**config.mk**
```make
export PLATFORM = sky130hd
export DESIGN_NAME = dist_fifo_ctrl_flat
export DESIGN_NICKNAME = d
export VERILOG_FILES = /design/src/rtl/dist_fifo_if.sv /design/src/rtl/dist_fifo_ctrl.sv /design/src/flat_wrapper.sv
export SDC_FILE = /design/constraint.sdc
export NUM_CORES = 1
export LEC_CHECK = 0
export BUFFER_PORTS_ARGS = -buffer_cell sky130_fd_sc_hd__buf_2
export CELL_PAD_IN_SITES_DETAIL_PLACEMENT = 1
export CELL_PAD_IN_SITES_GLOBAL_PLACEMENT = 2
export CORE_ASPECT_RATIO = 1.1
export CORE_MARGIN = 2
export CORE_UTILIZATION = 28
export CTS_CLUSTER_DIAMETER = 120
export DETAILED_ROUTE_END_ITERATION = 10
export GPL_TIMING_DRIVEN = 0
export PLACE_DENSITY = 0.9
export SYNTH_ARGS = -nofsm -noshare
export SYNTH_HDL_FRONTEND = slang
export SYNTH_SLANG_ARGS = --single-unit
```
**constraint.sdc**
```tcl
create_clock -name clk -period 2.93 [get_ports clk]
set_input_delay 0.293 -clock clk [delete_from_list [all_inputs] [get_ports clk]]
set_output_delay 0.293 -clock clk [all_outputs]
set_load 0.02 [all_outputs]
```
**src/rtl/dist_fifo_if.sv**
```systemverilog
// Handshake bundle between producers, the FIFO controller and the consumer.
// slave  : controller view (accepts s_* words, presents m_* head)
// master : environment view (drives s_* words, consumes m_* head)
interface dist_fifo_if #(
  parameter int DATA_BITWIDTH = 8
);
  logic                     s_valid;
  logic                     s_ready;
  logic [DATA_BITWIDTH-1:0] s_data;
  logic                     m_valid;
  logic                     m_ready;
  logic [DATA_BITWIDTH-1:0] m_data;

  modport slave (
    input  s_valid, s_data, m_ready,
    output s_ready, m_valid, m_data
  );

  modport master (
    output s_valid, s_data, m_ready,
    input  s_ready, m_valid, m_data
  );
endinterface

```
**src/rtl/dist_fifo_ctrl.sv**
```systemverilog
// FIFO controller for a dual-port distributed RAM with asynchronous reads.
// Owns the RAM write port and the second (read) port, prefetching the head
// word from dpo into a registered output stage. Total capacity is DEPTH+1.
// Optional feature macro: DIST_FIFO_FLUSH_EN adds a synchronous flush input.
module dist_fifo_ctrl #(
  parameter int DATA_BITWIDTH = 8,
  parameter int ADDR_BITWIDTH = 8
) (
  input  logic                     clk,
  input  logic                     rst,
  dist_fifo_if.slave               bus,
  output logic                     ram_we,
  output logic [ADDR_BITWIDTH-1:0] ram_a,
  output logic [DATA_BITWIDTH-1:0] ram_di,
  output logic [ADDR_BITWIDTH-1:0] ram_dpra,
  input  logic [DATA_BITWIDTH-1:0] ram_dpo,
`ifdef DIST_FIFO_FLUSH_EN
  input  logic                     flush,
`endif
  output logic [ADDR_BITWIDTH:0]   count
);

  // Extra MSB on the pointers distinguishes full from empty.
  logic [ADDR_BITWIDTH:0]   wr_ptr, rd_ptr, wr_ptr_next;
  logic                     ram_empty, ram_full;
  logic                     push, pop, load, flush_i;
  logic                     m_valid_q;
  logic [DATA_BITWIDTH-1:0] m_data_q;

`ifdef DIST_FIFO_FLUSH_EN
  assign flush_i = flush;
`else
  assign flush_i = 1'b0;
`endif

  assign ram_empty = (wr_ptr == rd_ptr);
  assign ram_full  = (wr_ptr[ADDR_BITWIDTH-1:0] == rd_ptr[ADDR_BITWIDTH-1:0]) &&
                     (wr_ptr[ADDR_BITWIDTH] != rd_ptr[ADDR_BITWIDTH]);

  // s_ready depends on pointers only, so no combinational path from m_ready.
  assign bus.s_ready = ~ram_full;
  assign push        = bus.s_valid & ~ram_full & ~rst;
  assign pop         = m_valid_q & bus.m_ready;
  // Refill the output register whenever it is empty or being drained.
  assign load        = ~ram_empty & (~m_valid_q | bus.m_ready);

  assign wr_ptr_next = wr_ptr + {{ADDR_BITWIDTH{1'b0}}, push};

  assign ram_we   = push;
  assign ram_a    = wr_ptr[ADDR_BITWIDTH-1:0];
  assign ram_di   = bus.s_data;
  assign ram_dpra = rd_ptr[ADDR_BITWIDTH-1:0];

  assign bus.m_valid = m_valid_q;
  assign bus.m_data  = m_data_q;

  // Occupancy: RAM entries (modular pointer difference) plus output register.
  assign count = (wr_ptr - rd_ptr) + {{ADDR_BITWIDTH{1'b0}}, m_valid_q};

  // Pointer and output-register update; flush drops everything incl. a same-cycle push.
  always_ff @(posedge clk) begin
    if (rst) begin
      wr_ptr    <= '0;
      rd_ptr    <= '0;
      m_valid_q <= 1'b0;
      m_data_q  <= '0;
    end else begin
      wr_ptr <= wr_ptr_next;
      if (flush_i) begin
        rd_ptr    <= wr_ptr_next;
        m_valid_q <= 1'b0;
      end else if (load) begin
        m_data_q  <= ram_dpo;
        m_valid_q <= 1'b1;
        rd_ptr    <= rd_ptr + 1'b1;
      end else if (pop) begin
        m_valid_q <= 1'b0;
      end
    end
  end

endmodule

```
**src/flat_wrapper.sv**
```systemverilog
// flat-port wrapper written by rule: the top's interface ports become plain ports
module dist_fifo_ctrl_flat 
#(
  parameter int DATA_BITWIDTH = 8,
  parameter int ADDR_BITWIDTH = 8
)
  (clk, rst, ram_we, ram_a, ram_di, ram_dpra, ram_dpo, count, bus_s_valid, bus_s_data, bus_m_ready, bus_s_ready, bus_m_valid, bus_m_data);
  dist_fifo_if #(.DATA_BITWIDTH(DATA_BITWIDTH)) bus_i ();
  input  logic clk;
  input  logic rst;
  output logic ram_we;
  output logic [ADDR_BITWIDTH-1:0] ram_a;
  output logic [DATA_BITWIDTH-1:0] ram_di;
  output logic [ADDR_BITWIDTH-1:0] ram_dpra;
  input  logic [DATA_BITWIDTH-1:0] ram_dpo;
  output logic [ADDR_BITWIDTH:0] count;
  input wire logic [$bits(bus_i.s_valid)-1:0] bus_s_valid;
  input wire logic [$bits(bus_i.s_data)-1:0] bus_s_data;
  input wire logic [$bits(bus_i.m_ready)-1:0] bus_m_ready;
  output wire logic [$bits(bus_i.s_ready)-1:0] bus_s_ready;
  output wire logic [$bits(bus_i.m_valid)-1:0] bus_m_valid;
  output wire logic [$bits(bus_i.m_data)-1:0] bus_m_data;
  assign bus_i.s_valid = bus_s_valid;
  assign bus_i.s_data = bus_s_data;
  assign bus_i.m_ready = bus_m_ready;
  assign bus_s_ready = bus_i.s_ready;
  assign bus_m_valid = bus_i.m_valid;
  assign bus_m_data = bus_i.m_data;
  dist_fifo_ctrl #(.DATA_BITWIDTH(DATA_BITWIDTH), .ADDR_BITWIDTH(ADDR_BITWIDTH)) u_core (.clk(clk), .rst(rst), .bus(bus_i), .ram_we(ram_we), .ram_a(ram_a), .ram_di(ram_di), .ram_dpra(ram_dpra), .ram_dpo(ram_dpo), .count(count));
endmodule
```
==> results.yml <==
setup_path:
  crit_arrival_ps: 2520
  critPathMaxFanout: 3
  path_class: "flop to output pin"
  endpoint_kind: "output pin"
  worstPathRequired_ps: 2640
  startpoint_type: "flop"
pwr:
  power_frac_seq_pct: 28.7
  p_sw_share_pct: 42.5
  internal-power_uw: 910
  power_frac_clock_pct: 14.9
  peakVddDrop_mv: 0.347
  leakagePower_nw: 1.12
  power_frac_comb_pct: 56.5
  power_mw: 1.58
  p_per_area_nw_per_um2: 695
  p_sw_uw: 673
cts:
  clk_pin_slew_ps: 110
  cts_buffers: 3
  clockBufferDepth: 2
  ctsHoldBuffers: 0
  cts_sinks: 27
  htreeDepth: 1
  cts_tree: "done"
  clockRootBuffer: "clkbuf_8"
  clk_latency_ps: 290
yosys:
  ys_warn_count: 0
  yosysTopAreaCell: "dfxtp_1"
  synth_area_per_cell_um2: 8.86
  synth_cell_types: 38
  yosysSeqAreaShare_pct: 30.4
  netlist_area_um2: 1780
  synth_fp_nets: 241
  ys_seq_elements: 27
  syn_inst: 201
  synth_top_area_share_pct: 30.4
  synth_area_leaders: "dfxtp_1 30%, ha_1 13%, buf_4 10%"
sta:
  timing.final.crit_share_pct: 95.9
  setup_viol: 0
  slew_headroom_pct: 67.4
  rsz0062_at_grt: "no"
  final-hold-violation-count: 0
  hold_slack_ps: 230
  worst_slew_pin_slew_ps: 489
  clock_skew_ps: 7.68
  min_period_ps: 2810
  fmax_mhz: 356
  drv_slew: 0
placement:
  dpl.hpwl_mm: 3.67
  place_area_um2: 2160
  port_buffers: 55
  dp.cells: 336
  place_congestion: 0.751
detailed_routing:
  wl_mm: 4.44
  drt_iter0_markers: 38
  firstDrtPassIters: 2
  wl_per_cell_um: 12.9
  antenna_left: 0
  vias: 1580
  via_per_inst: 4.61
  drc: 0
global_routing:
  antenna_found_initial: 0
  grt_pass1_wl_mm: 7.50
  grt_pass1_vias: 1621
  grt_usage_pct: 13.4
  overflow: 0
  grt_max_degree: 18
worst_hold_path:
  min_path_type: "input port to flop"
final_layout:
  postLayoutCoreUtil_pct: 37.0
  fillCellCount: 765
  nets: 304
  drive_above_1_share_pct: 40.3
  diodes: 0
  stdcell_area_um2: 2280
  area_delta_synth_final_pct: 28.0
  instances_no_fill: 343
outcome:
  status: "completed"
floorplan:
  ios: 64
  core-area_um2: 6160
  rows: 30
  die_w_um: 80.0
  initial_utilization_pct: 28.9
  dieHeight_um: 87.6
  die_area_um2: 7010
run:
  cap_viol_max_count: 0
-- sequential cells by signal, summed over array words and instances (netlist names) --
signal              cells
u_core.rd_ptr           9
u_core.wr_ptr           9
u_core.bus.m_data       8
u_core.bus.m_valid      1
-- routing by layer --
| metal | up-vias | part of all wire (%) | GRT usage [%] |
|---|---|---|---|
| met5 | - | 0 | 0 |
| met4 | 0 | 1.6 | 4.62 |
| met3 | 7 | 5.1 | 2.68 |
| met2 | 35 | 51 | 24.0 |
| met1 | 742 | 43 | 15.9 |
| li1 | 796 | - | - |
-- area by class of cell --
cell class	instances	area, µm²	area share (%)
clock buffer	3	41.3	1.81
timing repair buffer	58	303	13.3
inverter	11	41.3	1.81
clock inverter	1	8.76	0.384
tap	80	100	4.39
multi-input combinational	134	1030	45.0
sequential	27	551	24.2
buffer	29	208	9.12
-- critical path, stage by stage, from the launching register on --
cell and delay [ps]:
dfxtp_2 350, inv_1 50, ha_1 260, inv_1 40, ha_2 180, fa_2 360, a21o_1 210, a2111oi_4 350
buf_4 170, xnor2_1 110, buf_4 160
-- placed cells by master, fill, tap and decap left out, types with 2 or more instances in the layout --
cell type / n
a21oi_1: 12
and3_1: 3
o211ai_1: 2
dfxtp_2: 5
xnor2_1: 5
buf_4: 29
nor3_1: 2
nand3_1: 10
o21ai_0: 4
ha_1: 18
nand4_1: 2
xor2_1: 8
nor2_1: 20
clkbuf_1: 2
nand2_1: 5
dfxtp_1: 21
or2_2: 2
mux2_2: 2
mux2i_1: 9
clkbuf_8: 3
nor2b_1: 2
or4_1: 4
o31ai_1: 4
inv_1: 11
buf_2: 54
or3_1: 5
-- what timing repair did --
action / 4_1_cts / 5_1_grt
resized for setup: 12 / 3
buffers inserted: 3 / 0
cloned: 0 / 0
pin swaps: 5 / 3
setup endpoints to repair: 2 / 2
-- synth_stat cells --
library cell   n
buf_4         24
mux2_2         2
a21o_1         1
nor2_1        20
buf_1          1
and3b_1        1
mux2i_1        9
clkbuf_1       2
and2_1         1
nor3_1         2
or4_1          4
dfxtp_1       27
o41ai_1        1
a21oi_1       13
buf_2          1
or2_2          2
xor2_2         1
nor4_2         1
or3_2          1
o211ai_1       2
fa_1           1
and3_1         3
ha_1          19
nand2_1        5
o21bai_1       1
o31ai_1        4
nand4_1        2
o21ai_0        4
nand2b_1       1
xnor2_1        6
inv_1         11
xor2_1         8
nand3_1       10
or3_1          5
nor2b_1        2
buf_6          1
a2111oi_0      1
nor4_1         1
-- final timing paths --
kind | from | to | slack (ps) | depth (start not counted)
max | u_core.bus.m_valid | count[6] | 120 | 10
min | ram_dpo[1] | u_core.bus.m_data[1] | 230 | 3
max reg2reg | u_core.wr_ptr[2] | u_core.wr_ptr[8] | 550 | 10
min reg2reg | u_core.rd_ptr[6] | u_core.rd_ptr[6] | 510 | 2
-- power groups by stage --
stage	combinational (mW)	sequential, mW	clock, mW
after detailed placement	0.832	0.465	0
after CTS	0.917	0.455	0.244
after global placement	0.812	0.463	0
after floorplan	0.559	0.508	0
after global routing	0.984	0.463	0.257
final	0.894	0.454	0.235
-- logic make-up (layout without fill, tap and decap cells) --
kind of cell	after synthesis	after routing	share of synthesized area (%)
compound gates	27	27	9.14
xor+xnor	15	15	7.80
fa+ha+maj	20	20	14.5
buf+inv	40	102	14.0
flops	27	27	30.4
mux	11	11	6.32
simple gates	61	61	17.9
-- stage by stage --
stage / worst slack [ps] / setup TNS, ps
2_1_floorplan: 26.5 / 0
3_3_place_gp: -177 / -177
3_5_place_dp: -252 / -252
4_1_cts: 3.40 / 0
5_1_grt: 17.5 / 0
6_report: 119 / 0
Note: power is estimated with default switching activity, not from simulation.
